`config.mk`:
```
export PLATFORM = sky130hd
export DESIGN_NAME = logic16_arbiter
export DESIGN_NICKNAME = d
export VERILOG_FILES = /design/src/rtl/logic16_pkg.sv /design/src/rtl/logic16_unit.sv /design/src/rtl/logic16_arbiter.sv
export SDC_FILE = /design/constraint.sdc
export NUM_CORES = 1
export LEC_CHECK = 0
export CORE_AREA = 10 10 89 91
export DETAILED_ROUTE_END_ITERATION = 10
export DIE_AREA = 0 0 99 101
export GPL_ROUTABILITY_DRIVEN = 0
export PLACE_DENSITY = 0.84
export SETUP_SLACK_MARGIN = 0.15
export SLEW_MARGIN = 20
export SYNTH_ARGS = -nofsm -noshare
export SYNTH_HDL_FRONTEND = slang
export SYNTH_SLANG_ARGS = --single-unit
```
`constraint.sdc`:
```
create_clock -name clk -period 4.2 [get_ports clk]
set_clock_uncertainty 0.2 [all_clocks]
set_input_delay 0.63 -clock clk [delete_from_list [all_inputs] [get_ports clk]]
set_output_delay 0.63 -clock clk [all_outputs]
set_load 0.01 [all_outputs]
```
`src/rtl/logic16_pkg.sv`:
```
// logic16_pkg: shared constants for the logic16 arbiter slice.
//   - opcode encoding of the shared bitwise logic unit
//   - 2-bit FSM state encoding of the arbiter
//   - zero-detect helper used for the response zero flag
package logic16_pkg;

  // Opcodes presented on req_op0 / req_op1.
  localparam logic [1:0] OP_AND  = 2'd0;
  localparam logic [1:0] OP_OR   = 2'd1;
  localparam logic [1:0] OP_NAND = 2'd2;
  localparam logic [1:0] OP_NOTA = 2'd3;

  // Arbiter FSM states.
  localparam logic [1:0] S_IDLE = 2'd0;
  localparam logic [1:0] S_EXEC = 2'd1;
  localparam logic [1:0] S_DONE = 2'd2;

  // High when a 16-bit word is all zeros.
  function automatic logic is_zero(input logic [15:0] value);
    return (value == 16'h0000);
  endfunction

endpackage

```
`src/rtl/logic16_unit.sv`:
```
// logic16_unit: purely combinational 16-bit bitwise logic unit built from the
// Hack gate arrays (AND16 / OR16 / NOT16) plus an opcode mux.
//   op  in  2 : opcode (AND, OR, NAND, NOT a)
//   a   in 16 : first operand
//   b   in 16 : second operand (ignored for NOT a)
//   out out 16: bitwise result
// The 16-bit gate array primitives g_AND16 / g_OR16 / g_NOT16 live here too.

// g_AND16: 16 parallel AND gates.
module g_AND16 (
  input  logic [15:0] a,
  input  logic [15:0] b,
  output logic [15:0] out
);
  assign out = a & b;
endmodule

// g_OR16: 16 parallel OR gates.
module g_OR16 (
  input  logic [15:0] a,
  input  logic [15:0] b,
  output logic [15:0] out
);
  assign out = a | b;
endmodule

// g_NOT16: 16 parallel inverters.
module g_NOT16 (
  input  logic [15:0] in,
  output logic [15:0] out
);
  assign out = ~in;
endmodule

module logic16_unit
  import logic16_pkg::*;
(
  input  logic [1:0]  op,
  input  logic [15:0] a,
  input  logic [15:0] b,
  output logic [15:0] out
);

  logic [15:0] and_s;
  logic [15:0] or_s;
  logic [15:0] nand_s;
  logic [15:0] nota_s;

  g_AND16 u_and (.a(a), .b(b), .out(and_s));
  g_OR16  u_or  (.a(a), .b(b), .out(or_s));
  // NAND is the inverted AND16 result, not a separate gate array.
  g_NOT16 u_nand (.in(and_s), .out(nand_s));
  g_NOT16 u_nota (.in(a),     .out(nota_s));

  // Opcode mux selecting one gate-array result.
  always_comb begin
    out = and_s;
    case (op)
      OP_AND:  out = and_s;
      OP_OR:   out = or_s;
      OP_NAND: out = nand_s;
      OP_NOTA: out = nota_s;
      default: out = and_s;
    endcase
  end

endmodule

```
`src/rtl/logic16_arbiter.sv`:
```
// logic16_arbiter: round-robin sharing of one logic16_unit between two
// requesters, with a single held response channel.
//   clk, reset               : clock, asynchronous active-high reset
//   req_valid[1:0]/req_ready : per-requester handshake (ready is one-hot or 0)
//   req_op0/req_a0/req_b0    : requester 0 opcode and operands
//   req_op1/req_a1/req_b1    : requester 1 opcode and operands
//   rsp_valid/rsp_ready      : response handshake
//   rsp_out/rsp_id/rsp_zero  : result, issuing requester, result==0 flag
// Flow: IDLE (grant + capture) -> EXEC (evaluate, register result) -> DONE
// (hold result until consumed) -> IDLE.
module logic16_arbiter
  import logic16_pkg::*;
#(
  parameter int WIDTH = 16
) (
  input  logic             clk,
  input  logic             reset,
  input  logic [1:0]       req_valid,
  output logic [1:0]       req_ready,
  input  logic [1:0]       req_op0,
  input  logic [1:0]       req_op1,
  input  logic [WIDTH-1:0] req_a0,
  input  logic [WIDTH-1:0] req_b0,
  input  logic [WIDTH-1:0] req_a1,
  input  logic [WIDTH-1:0] req_b1,
  output logic             rsp_valid,
  input  logic             rsp_ready,
  output logic [WIDTH-1:0] rsp_out,
  output logic             rsp_id,
  output logic             rsp_zero
);

  logic [1:0]       state_r;
  logic             last_id_r;
  logic [1:0]       op_r;
  logic [WIDTH-1:0] a_r;
  logic [WIDTH-1:0] b_r;
  logic             id_r;
  logic             rsp_valid_r;
  logic [WIDTH-1:0] rsp_out_r;
  logic             rsp_id_r;
  logic             rsp_zero_r;

  logic [1:0]       grant_s;
  logic [WIDTH-1:0] unit_out_s;

  // Round-robin grant: a lone requester wins; on contention the requester
  // not served last wins. Grants only exist in IDLE and never during reset.
  always_comb begin
    grant_s = 2'b00;
    if (state_r == S_IDLE && !reset) begin
      case (req_valid)
        2'b01:   grant_s = 2'b01;
        2'b10:   grant_s = 2'b10;
        2'b11:   grant_s = last_id_r ? 2'b01 : 2'b10;
        default: grant_s = 2'b00;
      endcase
    end else begin
      grant_s = 2'b00;
    end
  end

  assign req_ready = grant_s;

  logic16_unit u_unit (
    .op  (op_r),
    .a   (a_r),
    .b   (b_r),
    .out (unit_out_s)
  );

  // FSM, request capture and response registers.
  always_ff @(posedge clk or posedge reset) begin
    if (reset) begin
      state_r     <= S_IDLE;
      last_id_r   <= 1'b1;
      op_r        <= OP_AND;
      a_r         <= {WIDTH{1'b0}};
      b_r         <= {WIDTH{1'b0}};
      id_r        <= 1'b0;
      rsp_valid_r <= 1'b0;
      rsp_out_r   <= {WIDTH{1'b0}};
      rsp_id_r    <= 1'b0;
      rsp_zero_r  <= 1'b1;
    end else begin
      case (state_r)
        S_IDLE: begin
          // grant_s is already masked by req_valid, so any grant is a handshake.
          if (grant_s != 2'b00) begin
            op_r      <= grant_s[1] ? req_op1 : req_op0;
            a_r       <= grant_s[1] ? req_a1  : req_a0;
            b_r       <= grant_s[1] ? req_b1  : req_b0;
            id_r      <= grant_s[1];
            last_id_r <= grant_s[1];
            state_r   <= S_EXEC;
          end
        end
        S_EXEC: begin
          rsp_out_r   <= unit_out_s;
          rsp_zero_r  <= is_zero(unit_out_s);
          rsp_id_r    <= id_r;
          rsp_valid_r <= 1'b1;
          state_r     <= S_DONE;
        end
        S_DONE: begin
          if (rsp_ready) begin
            rsp_valid_r <= 1'b0;
            state_r     <= S_IDLE;
          end
        end
        default: begin
          rsp_valid_r <= 1'b0;
          state_r     <= S_IDLE;
        end
      endcase
    end
  end

  assign rsp_valid = rsp_valid_r;
  assign rsp_out   = rsp_out_r;
  assign rsp_id    = rsp_id_r;
  assign rsp_zero  = rsp_zero_r;

endmodule

```
==> metrics.md, run 1 <==
| Metric | Value |
|---|---|
| Outcome | `finished clean` |
| TNS Setup | `0 ns` |
| CTS Hold Bufs | `0` |
| Pint | `0.00171 W` |
| CP delay by family, top | `buffers and inverters` |
| Post-cts resize count | `0` |
| Max-cap violations | `0` |
| CTS tree | `done` |
| DR vias/cell | `5.58` |
| CTS Sinks | `57` |
| I/O Buffers | `93` |
| Row cnt | `29` |
| Starting DRT DRC Count | `232` |
| Hpwl dp | `between 6 and 7 mm` |
| Yosys warning count | `0` |
| Wire per inst | `between 15 and 20 um` |
| Cts bufs inserted | `9` |
| Post-synthesis mux area share | `0.119` |
| Vias in the first global route | `2608` |
| Largest net degree at the start of global routing | `72` |
| DRC Markers | `0` |
| Sw Share | `0.404` |
| Clk_lat worst skew | `between 0.3 and 0.4 ns` |
| Antenna diode count | `0` |
| Crit-path max cell delay | `0.54 ns` |
| Type of destination of the critical path | `output pin` |
| Switching power | `roughly 0.0012 W` |
| Die H | `101 um` |
| Primary FF master, synth | `dfrtp_1` |
| Finished Layout Cells | `between 400 and 500` |
| Initial DRT Pass Iterations | `4` |
| Min cycle time layout | `3.11 ns` |
| Vias | `around 2700` |
| Post-synthesis sequential area ratio | `0.470` |
| # nets final | `between 400 and 500` |
| Synthesized area | `0.00304 mm^2` |
| Yosys reg bits | `57` |
| H-tree depth | `3` |
| Hold_ws | `about 0.26 ns` |
| Initial antenna violation count | `0` |
| Unrepaired setup endpoints after global routing | `false` |
| Post-synthesis compound-gate area fraction | `0.197` |
| WL final | `about 8 mm` |
| Cell Chain, Critical Path | `clkdlybuf4s50_1 -> nor3_1 -> nand3_2 -> inv_2 -> clkdlybuf4s50_1` |
| Buf/Inv on CP | `3` |
| Critical Setup Path Class | `in -> out` |
| Core area | `0.00620 mm^2` |
| Die Wd | `around 100 um` |
| Cell Count Post-Placement | `about 470` |
| Asr flop ratio synth | `1.00` |
| GRT Residual Overflow | `0` |
| Post-CTS Repair Setup Buffers | `0` |
| Final period util | `0.740` |
| First-pass GRT wire length | `around 13 mm` |
| Synth Area in XOR/XNOR | `0` |
| Crit-path slowest cell | `clkdlybuf4s50_1` |
| Post-Synth Simple-Gate Area | `0.127` |
| Clock share of power | `0.156` |
| Avg Cell Area, Syn | `roughly 9.4 um^2` |
| Worst path most repeated cell | `clkdlybuf4s50_1` |
| Clk root buf | `clkbuf_8` |
| Worst Path Arrival | `between 2 and 2.5 ns` |
| LEAKAGE | `approximately 1.8 nW` |
| Final slew viol count | `0` |
| Most frequent cells in the layout | `clkdlybuf4s50_1, dfrtp_1, nor2_1, a21oi_1, mux2i_1` |
| Peak VDD IR | `0.000338 V` |
| Max-Slew Margin vs Limit | `0.277` |
| Area grow syn2layout | `37.4%` |
| Adder-cell share of the synthesized area | `0.0461` |
| CP Max Fanout | `2` |
| Comb pwr share | `0.421` |
| Commonest non-fill, non-tap cell in the layout | `clkdlybuf4s50_1` |
| Starting Density | `0.490` |
| PwrDens | `between 600 and 700 mW/mm^2` |
| CP startpoint kind | `input pin` |
| # setup viols final | `0` |
| Largest family of logic cells by synthesized area | `compound AO/OA/AOI/OAI gates` |
| F_max | `about 0.32 GHz` |
| Die area | `0.0100 mm^2` |
| Number of distinct library cells after synthesis | `36` |
| Slew @ Worst Pin | `1.08 ns` |
| Worst-path clk slew | `about 0.060 ns` |
| Final antenna-violating net count | `0` |
| Clk buf depth | `2` |
| Final hold violation count | `0` |
| GRT Overall Usage | `0.159` |
| Post-Syn Instances | `approximately 320` |
| Worst path required time | `between 3 and 4 ns` |
| Layout cells sized above 1 | `0.0702` |
| EDFF count, synth | `0` |
| Ports | `94` |
| Share of total power in sequential cells | `0.423` |
| Syn Nets | `between 300 and 400` |
| Worst Hold Class | `reg -> reg` |
[cell families after synthesis]
group | Yosys count
compound gates | 100
fa+ha+maj | 14
buf+inv | 29
flops | 57
mux | 36
simple gates | 88
[registers in the layout, summed over array words and instances, names as in the netlist]
signal     flops
last_id_r      1
op_r           2
rsp_valid      1
rsp_zero       1
rsp_out       16
id_r           1
state_r        2
a_r           16
b_r           16
rsp_id         1
[power by group through the flow]
stage / Combinational [W] / Sequential, W / Clock (W)
4_1_cts: 0.00122 / 0.00120 / 0.000457
3_5_place_dp: 0.00122 / 0.00121 / 0
3_3_place_gp: 0.00117 / 0.00118 / 0
6_report: 0.00121 / 0.00121 / 0.000447
5_1_grt: 0.00135 / 0.00125 / 0.000485
2_1_floorplan: 0.000834 / 0.00110 / 0
[final timing paths]
check / slack, ns / cells after the start / endpoint / startpoint
worst max-delay path: 1.09 / 5 / req_ready[0] / reset
worst min-delay path: 0.26 / 2 / last_id_r / last_id_r
worst max register to register: 1.93 / 4 / rsp_zero / op_r[1]
worst min register to register: 0.26 / 2 / last_id_r / last_id_r
max in group asynchronous: 2.74 / 2 / rsp_out[14] / reset
min in group asynchronous: 0.57 / 2 / state_r[1] / reset
[layer usage]
layer / track usage / routed length [um] / share of wire / up-vias
li1: - / - / - / 1356
met1: 0.192 / 3350 / 0.41 / 1282
met2: 0.245 / 3850 / 0.48 / 90
met3: 0.0761 / 800 / 0.099 / 6
met4: 0.0474 / 84 / 0.010 / 0
met5: 0 / 0 / 0 / -
[stage by stage]
stage	cell area, um^2	total power, W	setup WS, ns	utilization
after CTS	4180	0.00287	1.07	0.674
after global routing	4180	0.00309	1.03	0.674
final	4180	0.00286	1.09	0.674
after floorplan	3040	0.00193	1.97	-
after global placement	4000	0.00236	1.19	0.645
after detailed placement	4010	0.00243	1.07	0.645
[synthesized netlist by cell type, types with 2 or more instances]
master	number	share of area
o211ai_1	14	0.035
nand2b_1	2	0.0041
inv_2	3	0.0037
a211oi_1	2	0.0049
mux2i_1	34	0.11
nor3_1	5	0.0082
nand2_1	27	0.033
buf_2	7	0.012
dfstp_2	2	0.017
nor4_1	7	0.014
buf_4	2	0.0049
clkbuf_1	8	0.0099
nand4_1	6	0.012
maj3_1	14	0.046
buf_1	7	0.0086
nand3_1	4	0.0066
inv_1	2	0.0025
nor2_1	35	0.043
a21oi_1	35	0.058
dfrtp_1	55	0.45
o21ai_1	31	0.051
a221oi_1	4	0.012
o21ai_0	3	0.0049
o21a_1	3	0.0074
[area by class of cell]
type / count / area (um^2)
fillers: 490 / 2030
well taps: 77 / 96.3
clock buffers: 13 / 159
multi-input cells: 238 / 1500
flip-flops and latches: 57 / 1430
inverters: 5 / 21.3
repair buffers: 97 / 961
clock inverters: 3 / 15.0
[worst reg2reg max path: stages, from the launching register on]
cell	delay (ns)
dfrtp_1	1.06
nand4_1	0.20
nor4_1	0.36
a2bb2oi_1	0.14
o41ai_2	0.22
No activity file was read; power rests on OpenSTA's default activity.
==> run 2: changes to the inputs <==
--- a/config.mk
+++ b/config.mk
@@ -5,11 +5,11 @@
 export SDC_FILE = /design/constraint.sdc
 export NUM_CORES = 1
 export LEC_CHECK = 0
-export CORE_AREA = 10 10 89 91
+export CORE_AREA = 10 10 97 99
 export DETAILED_ROUTE_END_ITERATION = 10
-export DIE_AREA = 0 0 99 101
+export DIE_AREA = 0 0 107 109
 export GPL_ROUTABILITY_DRIVEN = 0
-export PLACE_DENSITY = 0.84
+export PLACE_DENSITY = 0.74
 export SETUP_SLACK_MARGIN = 0.15
 export SLEW_MARGIN = 20
 export SYNTH_ARGS = -nofsm -noshare
==> constraint.sdc (replaced) <==
create_clock -name clk -period 2.6 [get_ports clk]
set_clock_uncertainty 0.2 [all_clocks]
set_input_delay 0.39 -clock clk [delete_from_list [all_inputs] [get_ports clk]]
set_output_delay 0.39 -clock clk [all_outputs]
set_load 0.01 [all_outputs]
==> run 2 against run 1 <==
Routed wire length grew 2.7%. Global-route usage down 1.3 points. Sequential cell count unchanged. Via count rose by 0.40%. Utilization down 11 points.
==> metrics.md, run 2 (synthesis gave the netlist of run 1 again) <==
| Metric | Value |
|---|---|
| Clk buf depth | `2 (unchanged)` |
| Final Cell Area | `0.00428 mm^2 (was 0.00418 mm^2)` |
| GRT Overall Usage | `0.146 (was 0.159)` |
| Layout cells sized above 1 | `0.0859 (was 0.0702)` |
| Area grow syn2layout | `40.6% (was 37.4%)` |
| Clk root buf | `clkbuf_8 (unchanged)` |
| Outcome | `finished clean (unchanged)` |
| Type of destination of the critical path | `output pin (unchanged)` |
| GRT Residual Overflow | `0 (unchanged)` |
| Critical Setup Path Class | `in -> out (unchanged)` |
| Max-cap violations | `0 (unchanged)` |
| Min cycle time layout | `roughly 2.4 ns` |
| Final period util | `0.918` |
| CTS Hold Bufs | `0 (unchanged)` |
| Hold_ws | `0.184 ns (was 0.260 ns)` |
| Max-Slew Margin vs Limit | `0.548 (was 0.277)` |
| Initial DRT Pass Iterations | `4 (unchanged)` |
| # setup viols final | `0 (unchanged)` |
| Share of total power in sequential cells | `0.404 (was 0.423)` |
| Clock share of power | `0.172 (was 0.156)` |
| Clk_lat worst skew | `0.33 ns (was 0.34 ns)` |
| CTS Sinks | `57 (unchanged)` |
| Ports | `94 (unchanged)` |
| Finished Layout Cells | `521 (was 490)` |
| Unrepaired setup endpoints after global routing | `false (unchanged)` |
| Die area | `0.0117 mm^2 (was 0.0100 mm^2)` |
| DRC Markers | `0 (unchanged)` |
| Post-CTS Repair Setup Buffers | `0 (unchanged)` |
| Final hold violation count | `0 (unchanged)` |
| Core area | `0.00753 mm^2 (was 0.00620 mm^2)` |
| Most frequent cells in the layout | `clkdlybuf4s50_1, dfrtp_1, nor2_1, a21oi_1, mux2i_1 (unchanged)` |
| Largest net degree at the start of global routing | `72 (unchanged)` |
| Worst Path Arrival | `1.80 ns (was 2.28 ns)` |
| Peak VDD IR | `0.000441 V (was 0.000338 V)` |
| Post-DP Area | `0.00408 mm^2 (was 0.00401 mm^2)` |
| Starting DRT DRC Count | `178 (was 232)` |
| Cell Count Post-Placement | `505 (was 474)` |
| TNS Setup | `0 ns (unchanged)` |
| Wire per inst | `15.9 um (was 16.5 um)` |
| WL final | `8.30 mm (was 8.09 mm)` |
| Post-cts resize count | `0 (unchanged)` |
| Switching power | `0.00188 W (was 0.00116 W)` |
| Worst-path clk slew | `0.07 ns (was 0.06 ns)` |
| Starting Density | `0.404 (was 0.490)` |
| Sw Share | `0.397 (was 0.404)` |
| Antenna diode count | `0 (unchanged)` |
| Cts bufs inserted | `9 (unchanged)` |
| Die H | `109 um (was 101 um)` |
| Comb pwr share | `0.424 (was 0.421)` |
| Worst Hold Class | `in -> async (was reg -> reg)` |
| R2r setup slk | `0.69 ns (was 1.93 ns)` |
| Initial antenna violation count | `0 (unchanged)` |
| DR vias/cell | `5.27 (was 5.58)` |
| Final antenna-violating net count | `0 (unchanged)` |
| F_max | `between 0.4 and 0.5 GHz` |
| I/O Buffers | `93 (unchanged)` |
| Die Wd | `107 um (was 99 um)` |
| PwrDens | `1110 mW/mm^2 (was 685 mW/mm^2)` |
| CP startpoint kind | `input pin (unchanged)` |
| H-tree depth | `3 (unchanged)` |
| First-pass GRT wire length | `13.7 mm (was 12.9 mm)` |
| Vias in the first global route | `2735 (was 2608)` |
| Pint | `0.00286 W (was 0.00171 W)` |
| Commonest non-fill, non-tap cell in the layout | `clkdlybuf4s50_1 (unchanged)` |
| LEAKAGE | `1.86 nW (was 1.83 nW)` |
| Vias | `2745 (was 2734)` |
| Slew @ Worst Pin | `0.678 ns (was 1.08 ns)` |
| Worst path required time | `2.01 ns (was 3.37 ns)` |
| Hpwl dp | `6.43 mm (was 6.07 mm)` |
| CTS tree | `done (unchanged)` |
| Final slew viol count | `0 (unchanged)` |
| Row cnt | `32 (was 29)` |
| CP Max Fanout | `2 (unchanged)` |
| Layout fillers | `707 (was 490)` |
| # nets final | `487 (was 481)` |
==> run 2: cell count changes in the layout (fill, tap and decap cells not counted), sizes merged <==
cell	before	now
clkinvlp	0	2
bufinv	0	1
buf	4	10
clkinv	3	2
clkbuf	13	11
==> run 2: per-layer routing <==
| metal | track usage | vias to the layer above | routed length (um) |
|---|---|---|---|
| met1 | 0.185 | 1273 | 3600 |
| met3 | 0.0478 | 15 | 681 |
| li1 | - | 1366 | - |
| met5 | 0 | - | 0 |
| met4 | 0.0629 | 0 | 139 |
| met2 | 0.223 | 91 | 3880 |
==> run 2: worst paths after layout <==
check / start / cells past startpoint / to
max: reset / 6 / req_ready[1]
min: reset / 2 / b_r[0]
max reg2reg: state_r[0] / 6 / b_r[4]
min reg2reg: id_r / 2 / id_r
max in group asynchronous: reset / 3 / b_r[4]
min in group clk: id_r / 2 / id_r
==> run 2: layout make-up <==
type,count,area [um^2],share of cell area
multi-input cells,238,1500,0.350
flip-flops and latches,57,1430,0.334
repair buffers,103,1010,0.235
clock buffers,11,141,0.0331
well taps,102,128,0.0299
clock inverters,5,55.1,0.0129
inverters,5,18.8,0.00439
==> run 2: power by group through the flow <==
stage	Combinational (W)	Sequential [W]	Clock (W)
floorplan	0.00135	0.00177	0
global placement	0.00198	0.00190	0
detailed placement	0.00203	0.00193	0
CTS	0.00204	0.00192	0.000830
global route	0.00226	0.00200	0.000874
finish	0.00201	0.00192	0.000816
==> run 2: critical path, stage by stage <==
cell             delay, ns
clkdlybuf4s50_1       0.43
nor3_1                0.14
buf_4                 0.15
nand3_2               0.08
inv_2                 0.05
clkdlybuf4s50_1       0.54
==> run 2: per-stage QoR <==
| step | power [W] | utilization | worst slack, ns |
|---|---|---|---|
| 2_1_floorplan | 0.00312 | - | 0.614 |
| 4_1_cts | 0.00478 | 0.568 | 0.200 |
| 5_1_grt | 0.00513 | 0.568 | 0.150 |
| 3_5_place_dp | 0.00396 | 0.542 | 0.198 |
| 6_report | 0.00475 | 0.568 | 0.214 |
| 3_3_place_gp | 0.00387 | 0.542 | 0.225 |
==> run 3: changes to the inputs <==
--- a/config.mk
+++ b/config.mk
@@ -5,11 +5,11 @@
 export SDC_FILE = /design/constraint.sdc
 export NUM_CORES = 1
 export LEC_CHECK = 0
-export CORE_AREA = 10 10 97 99
+export CORE_AREA = 10 10 76 126
 export DETAILED_ROUTE_END_ITERATION = 10
-export DIE_AREA = 0 0 107 109
+export DIE_AREA = 0 0 86 136
 export GPL_ROUTABILITY_DRIVEN = 0
-export PLACE_DENSITY = 0.74
+export PLACE_DENSITY = 0.78
 export SETUP_SLACK_MARGIN = 0.15
 export SLEW_MARGIN = 20
 export SYNTH_ARGS = -nofsm -noshare
==> run 3 against run 2 <==
Worst hold slack gained 0.082 ns. Final cell count down 3.3%. First-iteration DRC count rose by 5.1%. Via count shrank 0.62%. Critical endpoint unchanged. Sequential share of layout area down 0.83 points. Utilization increased by 1.5 points. Sequential power rose by 3%. Die area increased by 0.28%.
==> metrics.md, run 3 (synthesis gave the netlist of run 1 again) <==
| Metric | Value |
|---|---|
| Worst Hold Class | `reg -> reg (was in -> async)` |
| Initial antenna violation count | `0 (unchanged)` |
| # nets final | `484 (was 487)` |
| Max-Slew Margin vs Limit | `0.574 (was 0.548)` |
| Worst Path Arrival | `1.79 ns (was 1.80 ns)` |
| Hpwl dp | `6.66 mm (was 6.43 mm)` |
| Critical Setup Path Class | `in -> out (unchanged)` |
| Layout fillers | `651 (was 707)` |
| Clk_lat worst skew | `0.33 ns (about the same)` |
| Crit-path slowest cell | `clkdlybuf4s50_1 (unchanged)` |
| Worst path required time | `2.01 ns (about the same)` |
| Final hold violation count | `0 (unchanged)` |
| CP delay by family, top | `buffers and inverters (unchanged)` |
| # setup viols final | `0 (unchanged)` |
| Final period util | `0.915 (was 0.918)` |
| Worst-path clk slew | `0.05 ns (was 0.07 ns)` |
| GRT Residual Overflow | `0 (unchanged)` |
| H-tree depth | `3 (unchanged)` |
| PwrDens | `1180 mW/mm^2 (was 1110 mW/mm^2)` |
| Area grow syn2layout | `44.1% (was 40.6%)` |
| Worst r2r src | `op_r[0] (was state_r[0])` |
| Max-cap violations | `0 (unchanged)` |
| Type of destination of the critical path | `output pin (unchanged)` |
| Post-cts resize count | `1 (was 0)` |
| CP Max Fanout | `2 (unchanged)` |
| I/O Buffers | `93 (unchanged)` |
| F_max | `0.420 GHz (was 0.419 GHz)` |
| Core area | `0.00751 mm^2 (was 0.00753 mm^2)` |
| WL final | `8.72 mm (was 8.30 mm)` |
| Cell Chain, Critical Path | `clkdlybuf4s50_1 -> nor3_4 -> nand3_2 -> inv_2 -> clkdlybuf4s50_1 (was clkdlybuf4s50_1 -> nor3_1 -> buf_4 -> nand3_2 -> inv_2 -> clkdlybuf4s50_1)` |
| Cts bufs inserted | `9 (unchanged)` |
| Row cnt | `42 (was 32)` |
| Min cycle time layout | `2.38 ns (was 2.39 ns)` |
| Slew @ Worst Pin | `0.639 ns (was 0.678 ns)` |
| Worst slack at placement | `0.0863 ns (was 0.198 ns)` |
| Clk root buf | `clkbuf_16 (was clkbuf_8)` |
| Clk buf depth | `2 (unchanged)` |
| Vias | `2728 (was 2745)` |
| Wire per inst | `17.3 um (was 15.9 um)` |
| CTS Hold Bufs | `0 (unchanged)` |
| DRC Markers | `0 (unchanged)` |
| Die H | `136 um (was 109 um)` |
| CTS tree | `done (unchanged)` |
| Starting Density | `0.405 (was 0.404)` |
| Final antenna-violating net count | `0 (unchanged)` |
| Most frequent cells in the layout | `clkdlybuf4s50_1, dfrtp_1, nor2_1, a21oi_1, mux2i_1 (unchanged)` |
| CP startpoint kind | `input pin (unchanged)` |
| Starting DRT DRC Count | `187 (was 178)` |
| Ports | `94 (unchanged)` |
| Crit path from | `reset (unchanged)` |
| Post-CTS Repair Setup Buffers | `0 (unchanged)` |
| Hold path startpoint | `last_id_r` |
| Final slew viol count | `0 (unchanged)` |
| DR vias/cell | `5.41 (was 5.27)` |
| Outcome | `finished clean (unchanged)` |
| CTS Sinks | `57 (unchanged)` |
| Worst path most repeated cell | `clkdlybuf4s50_1 (unchanged)` |
| Commonest non-fill, non-tap cell in the layout | `clkdlybuf4s50_1 (unchanged)` |
| Crit-path max cell delay | `0.54 ns (about the same)` |
| Vias in the first global route | `2802 (was 2735)` |
| Unrepaired setup endpoints after global routing | `false (unchanged)` |
| Die area | `0.0117 mm^2 (about the same)` |
| Layout cells sized above 1 | `0.0793 (was 0.0859)` |
| Die Wd | `86 um (was 107 um)` |
| Initial DRT Pass Iterations | `7 (was 4)` |
| Largest net degree at the start of global routing | `72 (unchanged)` |
| Fin worst setup slack | `0.220 ns (was 0.214 ns)` |
| Buf/Inv on CP | `3 (was 4)` |
| TNS Setup | `0 ns (unchanged)` |
| Antenna diode count | `0 (unchanged)` |
| First-pass GRT wire length | `14.0 mm (was 13.7 mm)` |
| GRT Overall Usage | `0.153 (was 0.146)` |
| Peak VDD IR | `0.000524 V (was 0.000441 V)` |
| LEAKAGE | `1.92 nW (was 1.86 nW)` |
## run 3: final timing paths
kind                       cells after the start  slack (ns)      endpoint
min                                            2        0.27     last_id_r
max                                            5        0.22  req_ready[1]
min in group asynchronous                      2        0.34     rsp_valid
min reg2reg                                    2        0.27     last_id_r
max reg2reg                                    4        0.62      rsp_zero
max in group asynchronous                      3        1.22      rsp_zero
## run 3: through the flow
stage / utilization / power [W] / cell area [um^2] / hold slack [ns] / cells
after floorplan: - / 0.00312 / 3040 / 0.240 / 324
after global placement: 0.541 / 0.00387 / 4060 / 0.255 / 488
after detailed placement: 0.541 / 0.00396 / 4060 / 0.261 / 488
after CTS: 0.583 / 0.00519 / 4380 / 0.272 / 504
after global routing: 0.583 / 0.00554 / 4380 / 0.308 / 504
final: 0.583 / 0.00516 / 4380 / 0.266 / 504
## run 3: worst min-delay path, delay by kind of cell, from the launching register on
family | cells | cell delay (ns)
simple gates | 2 | 0.09
flops | 1 | 0.37
## run 3: power by group
| group | leakage (nW) | switching, W | internal [W] |
|---|---|---|---|
| combinational | 1.11 | 0.000922 | 0.00106 |
| sequential | 0.658 | 0.000649 | 0.00133 |
| clock | 0.153 | 0.000375 | 0.000816 |
## run 3: area by class of cell
cell class	instances	area, um^2	area share
flip-flops and latches	57	1430	0.326
well taps	88	110	0.0251
clock inverters	2	35.0	0.00799
clock buffers	14	274	0.0625
inverters	5	18.8	0.00428
repair buffers	100	1010	0.230
multi-input cells	238	1510	0.344
## run 3: metal layers
metal	vias to the layer above	wire (um)	track usage
met5	-	0	0
met3	21	527	0.0431
met2	101	4920	0.281
met4	0	271	0.0781
li1	1358	-	-
met1	1248	2990	0.150
